**src/rtl/uart_apb_ctrl.sv**
```systemverilog
// APB slave sequencer for the UART datapath: decodes register selects, issues write/TX/RX
// strobes and stalls PREADY until the UART completes or the wait times out.
module uart_apb_ctrl #(
    parameter int unsigned AW      = 8,
    parameter int unsigned TIMEOUT = 1024
) (
    input  logic          clk,
    input  logic          rstn,
    input  logic          psel,
    input  logic          penable,
    input  logic          pwrite,
    input  logic [AW-1:0] paddr,
    input  logic [1:0]    tr_mode,
    input  logic          tx_done,
    input  logic          rx_valid,
    output logic          sel_ops,
    output logic          sel_tr,
    output logic          sel_mode,
    output logic          sel_baud,
    output logic          write_control,
    output logic          tx_start,
    output logic          rx_ack,
    output logic          pready,
    output logic          pslverr,
    output logic          busy
);

    localparam int unsigned CW = (TIMEOUT == 0) ? 1 : $clog2(TIMEOUT + 1);
    localparam logic [CW-1:0] LastCnt = (TIMEOUT == 0) ? '0 : CW'(TIMEOUT - 1);

    typedef enum logic [2:0] {StIdle, StAccess, StTxWait, StRxWait, StResp} state_e;

    state_e          state_q, state_d;
    state_e          tgt_q, tgt_d;
    logic            err_q, err_d;
    logic [CW-1:0]   cnt_q, cnt_d;
    logic [3:0]      sel_q, sel_d;
    logic            wc_q, wc_d;
    logic            tx_q, tx_d;
    logic            rx_ack_q, rx_ack_d;
    logic            pready_q, pready_d;
    logic            pslverr_q, pslverr_d;
    logic            busy_q, busy_d;
    logic [3:0]      dec_sel;
    logic            timeout_hit;

    // Select bit order: {ops, tr, mode, baud}
    always_comb begin
        dec_sel = {paddr == AW'(8'h00), paddr == AW'(8'h04),
                   paddr == AW'(8'h08), paddr == AW'(8'h10)};
    end

    assign timeout_hit = (TIMEOUT != 0) && (cnt_q == LastCnt);

    always_comb begin
        state_d   = state_q;
        tgt_d     = tgt_q;
        err_d     = err_q;
        cnt_d     = cnt_q;
        sel_d     = sel_q;
        wc_d      = 1'b0;
        tx_d      = 1'b0;
        rx_ack_d  = 1'b0;
        pready_d  = 1'b0;
        pslverr_d = 1'b0;
        unique case (state_q)
            StIdle: begin
                sel_d = '0;
                if (psel && !penable) begin
                    state_d = StAccess;
                    sel_d   = dec_sel;
                    tgt_d   = StResp;
                    err_d   = 1'b0;
                    if (dec_sel == 4'b0000) begin
                        err_d = 1'b1;
                    end else if (dec_sel[3]) begin
                        if (pwrite && tr_mode == 2'b01) begin
                            tgt_d = StTxWait;
                            wc_d  = 1'b1;
                            tx_d  = 1'b1;
                        end else if (!pwrite && tr_mode == 2'b10) begin
                            tgt_d = StRxWait;
                        end else begin
                            err_d = 1'b1;
                        end
                    end else begin
                        wc_d = pwrite;
                    end
                end
            end
            StAccess: begin
                if (!psel) begin
                    state_d = StIdle;
                    sel_d   = '0;
                end else begin
                    state_d = tgt_q;
                    cnt_d   = '0;
                    if (tgt_q == StResp) begin
                        pready_d  = 1'b1;
                        pslverr_d = err_q;
                    end
                end
            end
            StTxWait, StRxWait: begin
                if (!psel) begin
                    state_d = StIdle;
                    sel_d   = '0;
                end else if ((state_q == StTxWait && tx_done) ||
                             (state_q == StRxWait && rx_valid)) begin
                    // Completion wins over a coincident timeout
                    state_d  = StResp;
                    pready_d = 1'b1;
                    rx_ack_d = (state_q == StRxWait);
                end else if (timeout_hit) begin
                    state_d   = StResp;
                    pready_d  = 1'b1;
                    pslverr_d = 1'b1;
                end else begin
                    cnt_d = cnt_q + 1'b1;
                end
            end
            StResp: begin
                state_d = StIdle;
                sel_d   = '0;
            end
            default: begin
                state_d = StIdle;
                sel_d   = '0;
            end
        endcase
        busy_d = (state_d != StIdle);
    end

    always_ff @(posedge clk or negedge rstn) begin
        if (!rstn) begin
            state_q   <= StIdle;
            tgt_q     <= StResp;
            err_q     <= 1'b0;
            cnt_q     <= '0;
            sel_q     <= '0;
            wc_q      <= 1'b0;
            tx_q      <= 1'b0;
            rx_ack_q  <= 1'b0;
            pready_q  <= 1'b0;
            pslverr_q <= 1'b0;
            busy_q    <= 1'b0;
        end else begin
            state_q   <= state_d;
            tgt_q     <= tgt_d;
            err_q     <= err_d;
            cnt_q     <= cnt_d;
            sel_q     <= sel_d;
            wc_q      <= wc_d;
            tx_q      <= tx_d;
            rx_ack_q  <= rx_ack_d;
            pready_q  <= pready_d;
            pslverr_q <= pslverr_d;
            busy_q    <= busy_d;
        end
    end

    assign sel_ops       = sel_q[3];
    assign sel_tr        = sel_q[2];
    assign sel_mode      = sel_q[1];
    assign sel_baud      = sel_q[0];
    assign write_control = wc_q;
    assign tx_start      = tx_q;
    assign rx_ack        = rx_ack_q;
    assign pready        = pready_q;
    assign pslverr       = pslverr_q;
    assign busy          = busy_q;

endmodule

```
**config.mk**
```make
export PLATFORM = sky130hd
export DESIGN_NAME = uart_apb_ctrl
export DESIGN_NICKNAME = d
export VERILOG_FILES = /design/src/rtl/uart_apb_ctrl.sv
export SDC_FILE = /design/constraint.sdc
export NUM_CORES = 1
export LEC_CHECK = 0
export CORE_MARGIN = 5
export CORE_UTILIZATION = 46
export CTS_CLUSTER_DIAMETER = 30
export CTS_CLUSTER_SIZE = 30
export DETAILED_ROUTE_END_ITERATION = 10
export GPL_TIMING_DRIVEN = 0
export PLACE_DENSITY = 0.85
export SLEW_MARGIN = 10
export SYNTH_ARGS = -nofsm -noshare
export SYNTH_HDL_FRONTEND = slang
export SYNTH_SLANG_ARGS = --single-unit
```
**constraint.sdc**
```tcl
create_clock -name clk -period 1.8 [get_ports clk]
set_input_delay 0.18 -clock clk [delete_from_list [all_inputs] [get_ports clk]]
set_output_delay 0.18 -clock clk [all_outputs]
set_load 0.1 [all_outputs]
```
==> results.txt, run 1 <==
The first-pass detailed-route iteration total is 4. The fraction of layout instances using a drive strength above 1 is 13.8%. In this run the worst setup path begins at state_q[1]. The startpoint identified for the worst register-to-register timing path is state_q[1]. The length in cells of the worst reg-to-reg path is 6. Summed over all instances, the cell type with the most area after synthesis is dfrtp_1. The wire length of the first global-routing pass is 6000 um. The peak ir drop on the vdd network came out at 0.365 mV. The chip width is 67.0 um.

The fraction of registers with async set or reset after synthesis is 100%. The tightest min-delay check is of the input pin to async pin type. The run finished with clean final reports. In this run the worst setup path terminates at cnt_q[4].

The final clock skew is 0.00447 ns. The per-cell routed wire length is 15.4 um. The minimum clock period after layout is 1.77 ns. TritonCTS built the clock tree.

The number of DRC markers in iteration 0 is 106. The worst setup path is captured at a flip-flop. The number of global-route vias before repair was 1381. The synthesized area per cell is 9.64 um2.

The worst register-to-register path ends at cnt_q[4]. The number of standard-cell rows in the floorplan came out at 20. Setup violations remaining at the end of the flow were counted as 0. In the post-synthesis netlist, the biggest area contributors are dfrtp_1, nand2_1, or4_1. The average vias per placed instance is 5.99.

The global-route total usage across every layer is 17.5%. Entering global routing, the biggest net connects 29 pins. The normalized max-slew margin is 35.3%.

Max-cap violations in this run came to 0. The synthesized net count is 173. The total vias in the final route is 1396. The number of enable-type register cells in the synthesized netlist came out at 0. The count of endpoints failing hold in the final timing report came out at 0. The routability-driven placement congestion ratio is 0.874. The clock drives 28 sinks. The core region area came out at 0.00308 mm2. In the routed design, unresolved DRC markers number 0. The count of pins on the block boundary is 27. Cells fill 62.0% of the core in the end.

Synthesis produced 155 cells. The power per cell area is 576 mW/mm2. The commonest register cell after synthesis is dfrtp_1. The maximum clock frequency is 566 MHz. Sequential cells were found to cover 47.0% of the synthesized design area. Synthesis instantiated 47 different standard cells from the library. For the final routed database, the setup TNS stands at 0 ns. Dividing the final minimum period by the clock period gives 98.1%. For this run the aggregate overflow at the end of global routing stands at 0. The total inserted antenna cells came out at 0. STA classifies the critical path startpoint as a flip-flop. In this run the cell area of the synthesized design comes to 0.00149 mm2. After synthesis the netlist holds a flip-flop and latch count of 28.

The final layout contains 208 nets. The TritonCTS buffer count is 3. The worst-skew pair later-pin latency is 0.32 ns.

The actual transition at the worst max-transition pin came out at 0.974 ns. The clock-pin slew of the registers on the worst-case setup and hold paths is 0.15 ns. Setup slack on the worst reg-to-reg path comes out at 0.03 ns.

Setup repair after global routing left no endpoint under its margin. The buffer type at the clock tree root is clkbuf_4. The wire-length estimate of the detail-placed layout is 2620 um. In this run the static leakage power is 0.000811 uW.

The total number of H-tree levels is 1. The layout filler cell count is 257. During placement, the flow inserted port buffers numbering 26. The data required time at the worst endpoint is 2.05 ns. Summed over all layers, the routed wires come to 3590 um. The die covers 0.00449 mm2.

The effective utilization at floorplan came out at 48.5%. The final-report max-slew violation count was 0. Of all nets on the critical path, the largest fanout is 10. By startpoint and endpoint, the worst setup path is classified as flip-flop to flip-flop. The fraction of post-synthesis cell area in the top cell type by area came out at 45.2%. The post-route antenna net violation count is 0.

Data arrives at the worst endpoint at 2.02 ns. The maximum clock path buffer count is 2. The Yosys warning count is 0. The floorplan die height came out at 67.0 um. From synthesis to final layout, the design area changed by 27.7%. The initial antenna violation count is 0.
-- synthesized netlist by cell type (2+ instances only) --
master,n
o21ai_0,4
nand3_1,6
or4_1,8
nor2b_1,2
nand4_1,5
mux2i_1,2
and3_1,4
a21oi_1,11
o21ai_1,3
nand2_1,16
nand2b_1,5
nor4_1,3
o31ai_1,6
clkbuf_1,2
inv_1,2
nor3_1,2
or3_1,2
nor2_1,13
buf_2,2
dfrtp_1,27
nand3b_1,3
o21a_1,2
-- what timing repair did --
| action | CTS | global route |
|---|---|---|
| hold buffers | 0 | 1 |
| pin swaps | 0 | 2 |
| setup buffers | 1 | 2 |
| endpoints found under the setup margin | 14 | 21 |
| endpoints found under the hold margin | 0 | 27 |
| gates resized for setup | 14 | 14 |
-- registers in the layout, indices dropped and copies added, names as in the netlist, 3 cells and up --
signal / cells
cnt_q: 11
sel_q: 4
state_q: 3
tgt_q: 3
-- worst min-delay path by stage --
stage / cells past startpoint / end / startpoint
2_1_floorplan: 0 / busy / rstn
3_3_place_gp: 1 / cnt_q[10] / cnt_q[10]
3_5_place_dp: 1 / cnt_q[10] / cnt_q[10]
4_1_cts: 3 / tgt_q[0] / tr_mode[1]
5_1_grt: 3 / tgt_q[0] / tr_mode[1]
6_report: 2 / cnt_q[1] / rstn
-- placed cells by master (no fill, tap or decap), drive strengths merged, types with 2 or more instances in the layout --
master         instances
or3                    2
buf                    7
clkdlybuf4s15          5
nand4                  5
nand2b                 5
clkdlybuf4s50         15
or4                    8
nand3                  6
nor2b                  2
o31ai                  6
clkbuf                 6
nor4                   4
and3                   4
mux2i                  2
nor2                  13
dfrtp                 27
nand2                 16
o21a                   2
inv                    2
nand3b                 3
a21oi                 11
nor3                   2
dlygate4sd2            5
o21ai                  7
-- final cells by class --
class / instances / area [um2] / area share [%]
tap: 44 / 55.1 / 2.89
buffer: 5 / 30.0 / 1.57
inverter: 2 / 7.51 / 0.393
multi-input combinational: 120 / 795 / 41.6
timing repair buffer: 30 / 282 / 14.8
sequential: 28 / 703 / 36.9
clock buffer: 4 / 36.3 / 1.90
-- report_power, final --
| group | switching, uW | leakage [uW] | internal, uW |
|---|---|---|---|
| Clock | 182 | 0.0000210 | 124 |
| Combinational | 93.5 | 0.000412 | 58.5 |
| Sequential | 4.52 | 0.000378 | 636 |
| Total | 280 | 0.000811 | 818 |
-- cell families after synthesis --
family,Yosys count,synth area share (%)
fa+ha+maj,2,1.51
mux,3,2.09
compound gates,39,17.7
simple gates,76,29.3
buf+inv,7,2.43
flops,28,47.0
-- stage by stage --
step                setup WS [ns]  hold WS, ns  instance area (um2)  power [uW]  std cells
finish                     0.0347        0.379                 1910        1100        233
global route              0.00838        0.420                 1910        1160        233
CTS                       0.00259        0.429                 1850        1110        230
detailed placement         -0.257        0.467                 1810         802        225
global placement           -0.218        0.461                 1810         798        225
floorplan                  0.0656       -0.116                 1490         727        155
-- worst max-delay path, cell delays in order, from the launching register on --
cell and delay, ns:
dfrtp_1 0.42, buf_2 0.19, a21boi_2 0.17, o21ai_2 0.12, buf_6 0.16, or4_1 0.47
a21oi_1 0.17
-- metal layers --
metal / routed length [um] / global-route usage [%] / part of all wire (%) / vias up
met5: 0 / 0 / 0 / -
met4: 45 / 5.57 / 1.3 / 0
met3: 199 / 3.71 / 5.5 / 6
met2: 1890 / 33.2 / 53 / 54
met1: 1450 / 19.1 / 40 / 674
li1: - / - / - / 662
Power figures use the tool's default switching activity.
==> run 2, diff against run 1 <==
Settings changed: TNS_END_PERCENT set to 10.
==> results.txt, run 2 (synthesis results as in run 1) <==
The global-route total usage across every layer came out at 17.5% (unchanged). The initial antenna violation count was 0 (unchanged). The number of maximum-capacitance violations came out at 0 (unchanged). The number of DRC markers in iteration 0 is 84 (-21%). The chip width came out at 67.0 um (unchanged).

The min-delay analysis places its worst path in the category input pin to async pin. The final-report max-slew violation count came out at 0 (unchanged). The slowest stage of the critical path is the or4_1 cell.

The effective utilization at floorplan came out at 48.5% (unchanged). The final non-filler cell area came out at 0.00190 mm2 (-0.39%). The core region area is 0.00308 mm2 (unchanged). The worst reg-to-reg setup slack is 0.05 ns (about the same). The average vias per placed instance is 6.13 (+2.2%). The data required time at the worst endpoint is 2.06 ns (about the same). The half-perimeter wire length of the detailed placement result came out at 2620 um (unchanged). The met2 track utilization from global routing is 33.2% (unchanged).

The count of pins on the block boundary came out at 27 (unchanged). The final cycle utilization of the critical path came out at 97.4% (-0.66 points). The length in cells of the worst reg-to-reg path is 6 (unchanged). The setup violation total in the final timing report came to 0 (unchanged).

Leaving out fill and tap cells, the most frequent cell in the layout is dfrtp_1. The largest fanout of any net on the critical path is 10 (unchanged). The post-layout net count is 207 (-0.48%). The library cells used most frequently in the layout, excluding fill and tap cells, are dfrtp_1, nand2_1, clkdlybuf4s50_1. The leakage power came out at 0.000805 uW (-0.67%). STA classifies the critical path startpoint as a flip-flop. The first-pass detailed-route iteration total came out at 4 (unchanged). The largest registers in the layout are cnt_q (11), sel_q (4). The kind of cell with the highest combined delay on the critical path is compound AO/OA/AOI/OAI gates. TritonCTS built the clock tree. The maximum clock path buffer count came out at 2 (unchanged). Setup repair after global routing left no endpoint under its margin. The flip-flop count of the largest register after layout is 11 (unchanged). The floorplan die height came out at 67.0 um (unchanged). The TritonCTS buffer count came to 3 (unchanged). The arrival time of data at the critical path endpoint came out at 2.01 ns (about the same). The maximum clock frequency came to 570 MHz (+0.68%). The post-route antenna net violation count is 0 (unchanged). The worst register-to-register path ends at cnt_q[4]. The minimum clock period after layout came out at 1.75 ns (-0.0118 ns). The clock sink count is 28 (unchanged). The overall overflow remaining after global route is 0 (unchanged). The peak-usage layer in the global routing report is met2. The number of global-route vias before repair came out at 1377 (-0.29%).

The post-place instance area is 0.00181 mm2 (unchanged). The total inserted antenna cells was 0 (unchanged). The final clock skew is 0.00172 ns (-0.00276 ns). The start of the worst register-to-register path is state_q[1]. The per-cell routed wire length is 15.4 um (-0.16%). The count of endpoints failing hold in the final timing report came out at 0 (unchanged). The number of buffer cells added on primary ports came out at 26 (unchanged). The number of standard-cell rows in the floorplan is 20 (unchanged). From synthesis to final layout, the design area changed by 27.2%. The die area came out at 0.00449 mm2 (unchanged). The delay contributed by the slowest stage of the critical path came to 0.46 ns (about the same). The global routing met1 resource utilization came out at 19.1% (unchanged).

The power per cell area came out at 578 mW/mm2 (+0.40%). The buffer type at the clock tree root is clkbuf_4. The total number of H-tree levels came to 1 (unchanged). The hold slack was 0.380 ns (+0.00103 ns).

The worst-skew pair later-pin latency is 0.32 ns (about the same). The maximum number of pins on one net before global-route repair is 29 (unchanged). The classification of the worst setup path is flip-flop to flip-flop.

The run finished with clean final reports. The final routed wirelength across all metal layers came out at 3570 um (-0.58%). The wire length of the first global-routing pass is 6000 um (unchanged). The total vias in the final route came to 1421 (+1.8%).

The count of buffer and inverter cells on the critical path is 2 (unchanged). The clock-pin slew of the registers on the worst-case setup and hold paths came out at 0.15 ns (about the same). The met3 track demand over resource in global routing came out at 3.71% (unchanged). The peak ir drop on the vdd network is 0.364 mV (about the same). Counting flops per register, the top entry is cnt_q. The kind of end point of the critical path is a flip-flop.

The routability-driven placement congestion ratio is 0.874 (unchanged). The share of the core filled with cells came out at 61.7% (-0.24 points). The normalized max-slew margin is 35.5% (+0.15 points).

Traced cell by cell, the critical path runs through buf_2 -> a21boi_2 -> o21ai_2 -> buf_6 -> or4_1 -> a21oi_1. The actual transition at the worst max-transition pin was 0.972 ns (-0.00219 ns). The fraction of layout instances using a drive strength above 1 is 13.3% (-0.46 points).

The number of design rule violations left after detail routing came out at 0 (unchanged).
==> run 2: changes by cell type in the layout (fill, tap and decap cells not counted) <==
cell and change:
buf_4 -1
==> run 2: repair_timing <==
action / 4_1_cts / 5_1_grt
hold endpoints to repair: 0 / 27
hold buffers: 0 / 1
buffers inserted: 0 / 2
pin swaps: 1 / 2
resized for setup: 14 / 14
endpoints found under the setup margin: 14 / 21
==> run 2: layout make-up <==
class	instances	area [um2]
plain buffers	5	30.0
clock buffers	4	36.3
fillers	256	1180
inverters	2	7.51
multi-input cells	120	795
flip-flops and latches	28	703
well taps	44	55.1
repair buffers	29	274
==> run 2: worst max path at each step <==
| stage | from | endpoint | slack, ns | cells after the start |
|---|---|---|---|---|
| after detailed placement | psel | cnt_q[4] | -0.26 | 6 |
| after floorplan | cnt_q[0] | cnt_q[0] | 0.07 | 5 |
| final | state_q[1] | cnt_q[4] | 0.05 | 6 |
| after global routing | sel_q[2] | sel_tr | 0.008 | 1 |
| after CTS | cnt_q[0] | cnt_q[0] | 0.0007 | 5 |
| after global placement | psel | cnt_q[4] | -0.22 | 6 |
==> run 2: per-stage QoR <==
| step | TNS (ns) | worst slack [ns] | total power, uW | instances |
|---|---|---|---|---|
| 5_1_grt | 0 | 0.00838 | 1160 | 232 |
| 6_report | 0 | 0.0466 | 1100 | 232 |
| 3_3_place_gp | -1.15 | -0.218 | 798 | 225 |
| 4_1_cts | 0 | 0.000651 | 1110 | 229 |
| 3_5_place_dp | -1.79 | -0.257 | 802 | 225 |
| 2_1_floorplan | 0 | 0.0656 | 727 | 155 |
==> run 2: report_power, final <==
part | switching [uW] | leakage, uW | internal (uW)
clock | 182 | 0.0000210 | 124
combinational | 93.4 | 0.000406 | 58.5
sequential | 4.56 | 0.000378 | 636
total | 280 | 0.000805 | 818
==> run 2: routing by layer <==
layer  vias up  wire length (um)
li1        666                 -
met1       699              1470
met2        48              1870
met3         8               170
met4         0                53
met5         -                 0
==> run 3, diff against run 2 <==
Settings changed: CORE_UTILIZATION 46 to 50, PLACE_DENSITY 0.85 to 0.88.
Clock period 1.8 ns to 2.2 ns, I/O delays scaled along.
==> results.txt, run 3 (synthesis results as in run 1) <==
The run finished with clean final reports. In the layout the commonest cells are dfrtp_1, clkdlybuf4s50_1, nand2_1. The critical path goes through clkdlybuf4s50_1. The post-layout net count came out at 205 (-0.97%). The total of cells resized after clock tree synthesis came to 0 (-14). The core region area is 0.00281 mm2 (-8.9%). The post-route antenna net violation count is 0 (unchanged). The worst min-delay path class is input pin to async pin. The count of buffer and inverter cells on the critical path came out at 1 (-1). The fraction of layout instances using a drive strength above 1 is 6.45% (-6.8 points). The actual transition at the worst max-transition pin is 0.981 ns (+0.00907 ns). The effective utilization at floorplan is 53.3% (+4.7 points). The clock sink count is 28 (unchanged). The flip-flop count of the largest register after layout was 11 (unchanged). The total instance count after detailed placement was 212 (-5.8%).

TritonCTS built the clock tree. The die area came out at 0.00418 mm2 (-6.8%). The number of global-route vias before repair was 1356 (-1.5%). The floorplan die height came out at 64.7 um (-3.5%). The non-filler instance count after layout came out at 217 (-6.5%). The TritonCTS buffer count came out at 3 (unchanged). The data required time at the worst endpoint came out at 1.98 ns (-0.08 ns). The power per cell area came out at 491 mW/mm2 (-15%).

The met3 track demand over resource in global routing is 2.59% (-1.1 points). Counting flops per register, the top entry is cnt_q. The buffer type at the clock tree root is clkbuf_4. The initial antenna violation count is 0 (unchanged).

The largest fanout of any net on the critical path came out at 2 (-8). The classification of the worst setup path is flip-flop to output port. The normalized max-slew margin is 34.4% (-1.1 points). The half-perimeter wire length of the detailed placement result came out at 2670 um (+2.1%). The final cycle utilization of the critical path is 95.0%. The length in cells of the worst reg-to-reg path came to 5 (-1). The number of maximum-capacitance violations is 0 (unchanged). The minimum clock period after layout is 2.09 ns. The wire length of the first global-routing pass is 6090 um (+1.4%). The peak ir drop on the vdd network came to 0.225 mV (-38%). The count of endpoints failing hold in the final timing report is 0 (unchanged). The maximum number of pins on one net before global-route repair came to 29 (unchanged). The number of standard-cell rows in the floorplan is 19 (-5.0%). The met2 track utilization from global routing is 33.2% (+0.079 points). Leaving out fill and tap cells, the most frequent cell in the layout is dfrtp_1.

Compared with the post-synthesis result, the final layout area differs by 22.8%. The global-route total usage across every layer came out at 18.1% (+0.65 points). The post-CTS repair timing setup buffer count came to 0 (unchanged). The maximum clock path buffer count is 2 (unchanged).

The first-pass detailed-route iteration total was 5 (+1). The routability-driven placement congestion ratio came to 0.874 (unchanged). The worst reg-to-reg setup slack is 0.24 ns (+0.19 ns). The overall overflow remaining after global route is 0 (unchanged). The total number of H-tree levels came out at 1 (unchanged). The final routed wirelength across all metal layers is 3450 um (-3.3%).

The final non-filler cell area came out at 0.00183 mm2 (-3.5%). The clock-pin slew of the registers on the worst-case setup and hold paths is 0.15 ns (about the same). The final clock skew is 0.00272 ns (+0.000998 ns).

The chip width is 64.7 um (-3.5%). STA classifies the critical path endpoint as an output port. The average vias per placed instance is 6.25 (+2.0%).

The delay contributed by the slowest stage of the critical path is 1.14 ns (+0.68 ns). The count of pins on the block boundary came out at 27 (unchanged). The total negative slack for setup checks came out at 0 ns (unchanged). On the critical path, the stage with the largest delay is an instance of clkdlybuf4s50_1. The number of DRC markers in iteration 0 is 118 (+40%). The per-cell routed wire length came out at 15.9 um (+3.4%). The leakage power is 0.000763 uW (-5.2%). The global routing met1 resource utilization was 21.9% (+2.8 points). Setup repair after global routing left no endpoint under its margin. The post-place instance area is 0.00179 mm2 (-0.90%). The setup violation total in the final timing report came out at 0 (unchanged).

The largest registers in the layout are cnt_q (11), sel_q (4). The total inserted antenna cells is 0 (unchanged). The layout filler cell count came out at 237 (-7.4%). The number of cells on the critical path came to 1 (-5). The total vias in the final route is 1356 (-4.6%).

The arrival time of data at the critical path endpoint came out at 1.87 ns (-0.14 ns). The final-report max-slew violation count came out at 0 (unchanged). STA classifies the critical path startpoint as a flip-flop.

The number of design rule violations left after detail routing is 0 (unchanged). The worst-skew pair later-pin latency is 0.33 ns (about the same). The peak-usage layer in the global routing report is met2. On the critical path the largest part of the delay comes from buffers and inverters. The number of buffer cells added on primary ports came out at 26 (unchanged). The maximum clock frequency is 479 MHz.
run 3: cell types whose count changed in the layout (fill, tap and decap cells not counted), moves of 2 or more:
cell	delta
clkdlybuf4s15_1	-5
clkdlybuf4s50_1	+10
dlygate4sd2_1	-5
buf_4	-2
run 3: layout make-up:
cell class | instances | area (um2) | share of cell area, %
well taps | 31 | 38.8 | 2.11
flip-flops and latches | 28 | 702 | 38.3
inverters | 2 | 7.51 | 0.409
multi-input cells | 120 | 756 | 41.2
plain buffers | 5 | 28.8 | 1.57
clock buffers | 4 | 36.3 | 1.98
repair buffers | 27 | 265 | 14.5
run 3: worst paths after layout:
kind	start	to
setup / recovery	sel_q[2]	sel_tr
hold / removal	rstn	cnt_q[4]
setup reg to reg	cnt_q[0]	cnt_q[0]
hold reg to reg	cnt_q[10]	cnt_q[10]
max in group asynchronous	rstn	pready
min in group clk	tr_mode[1]	tgt_q[0]
run 3: where the power goes:
group | switching, uW | internal [uW] | total (uW)
clock | 152 | 101 | 253
sequential | 3.85 | 521 | 524
combinational | 73.8 | 48.6 | 122
run 3: what timing repair did:
item / CTS / global route
hold endpoints to repair: 0 / 27
endpoints found under the setup margin: 0 / 0
hold buffers: 0 / 1
run 3: per-stage QoR:
step | setup slack (ns) | utilization, % | hold slack, ns | power (uW)
after floorplan | 0.466 | - | -0.0756 | 595
after global placement | 0.154 | 63.9 | 0.461 | 653
after detailed placement | 0.125 | 63.9 | 0.468 | 657
after CTS | 0.106 | 65.2 | 0.489 | 903
after global routing | 0.0559 | 65.4 | 0.470 | 947
final | 0.110 | 65.4 | 0.414 | 900
run 3: layer usage:
layer / vias up / routed length [um]
met5: - / 0
met4: 0 / 46
met3: 4 / 134
met2: 29 / 1780
met1: 664 / 1490
li1: 659 / -
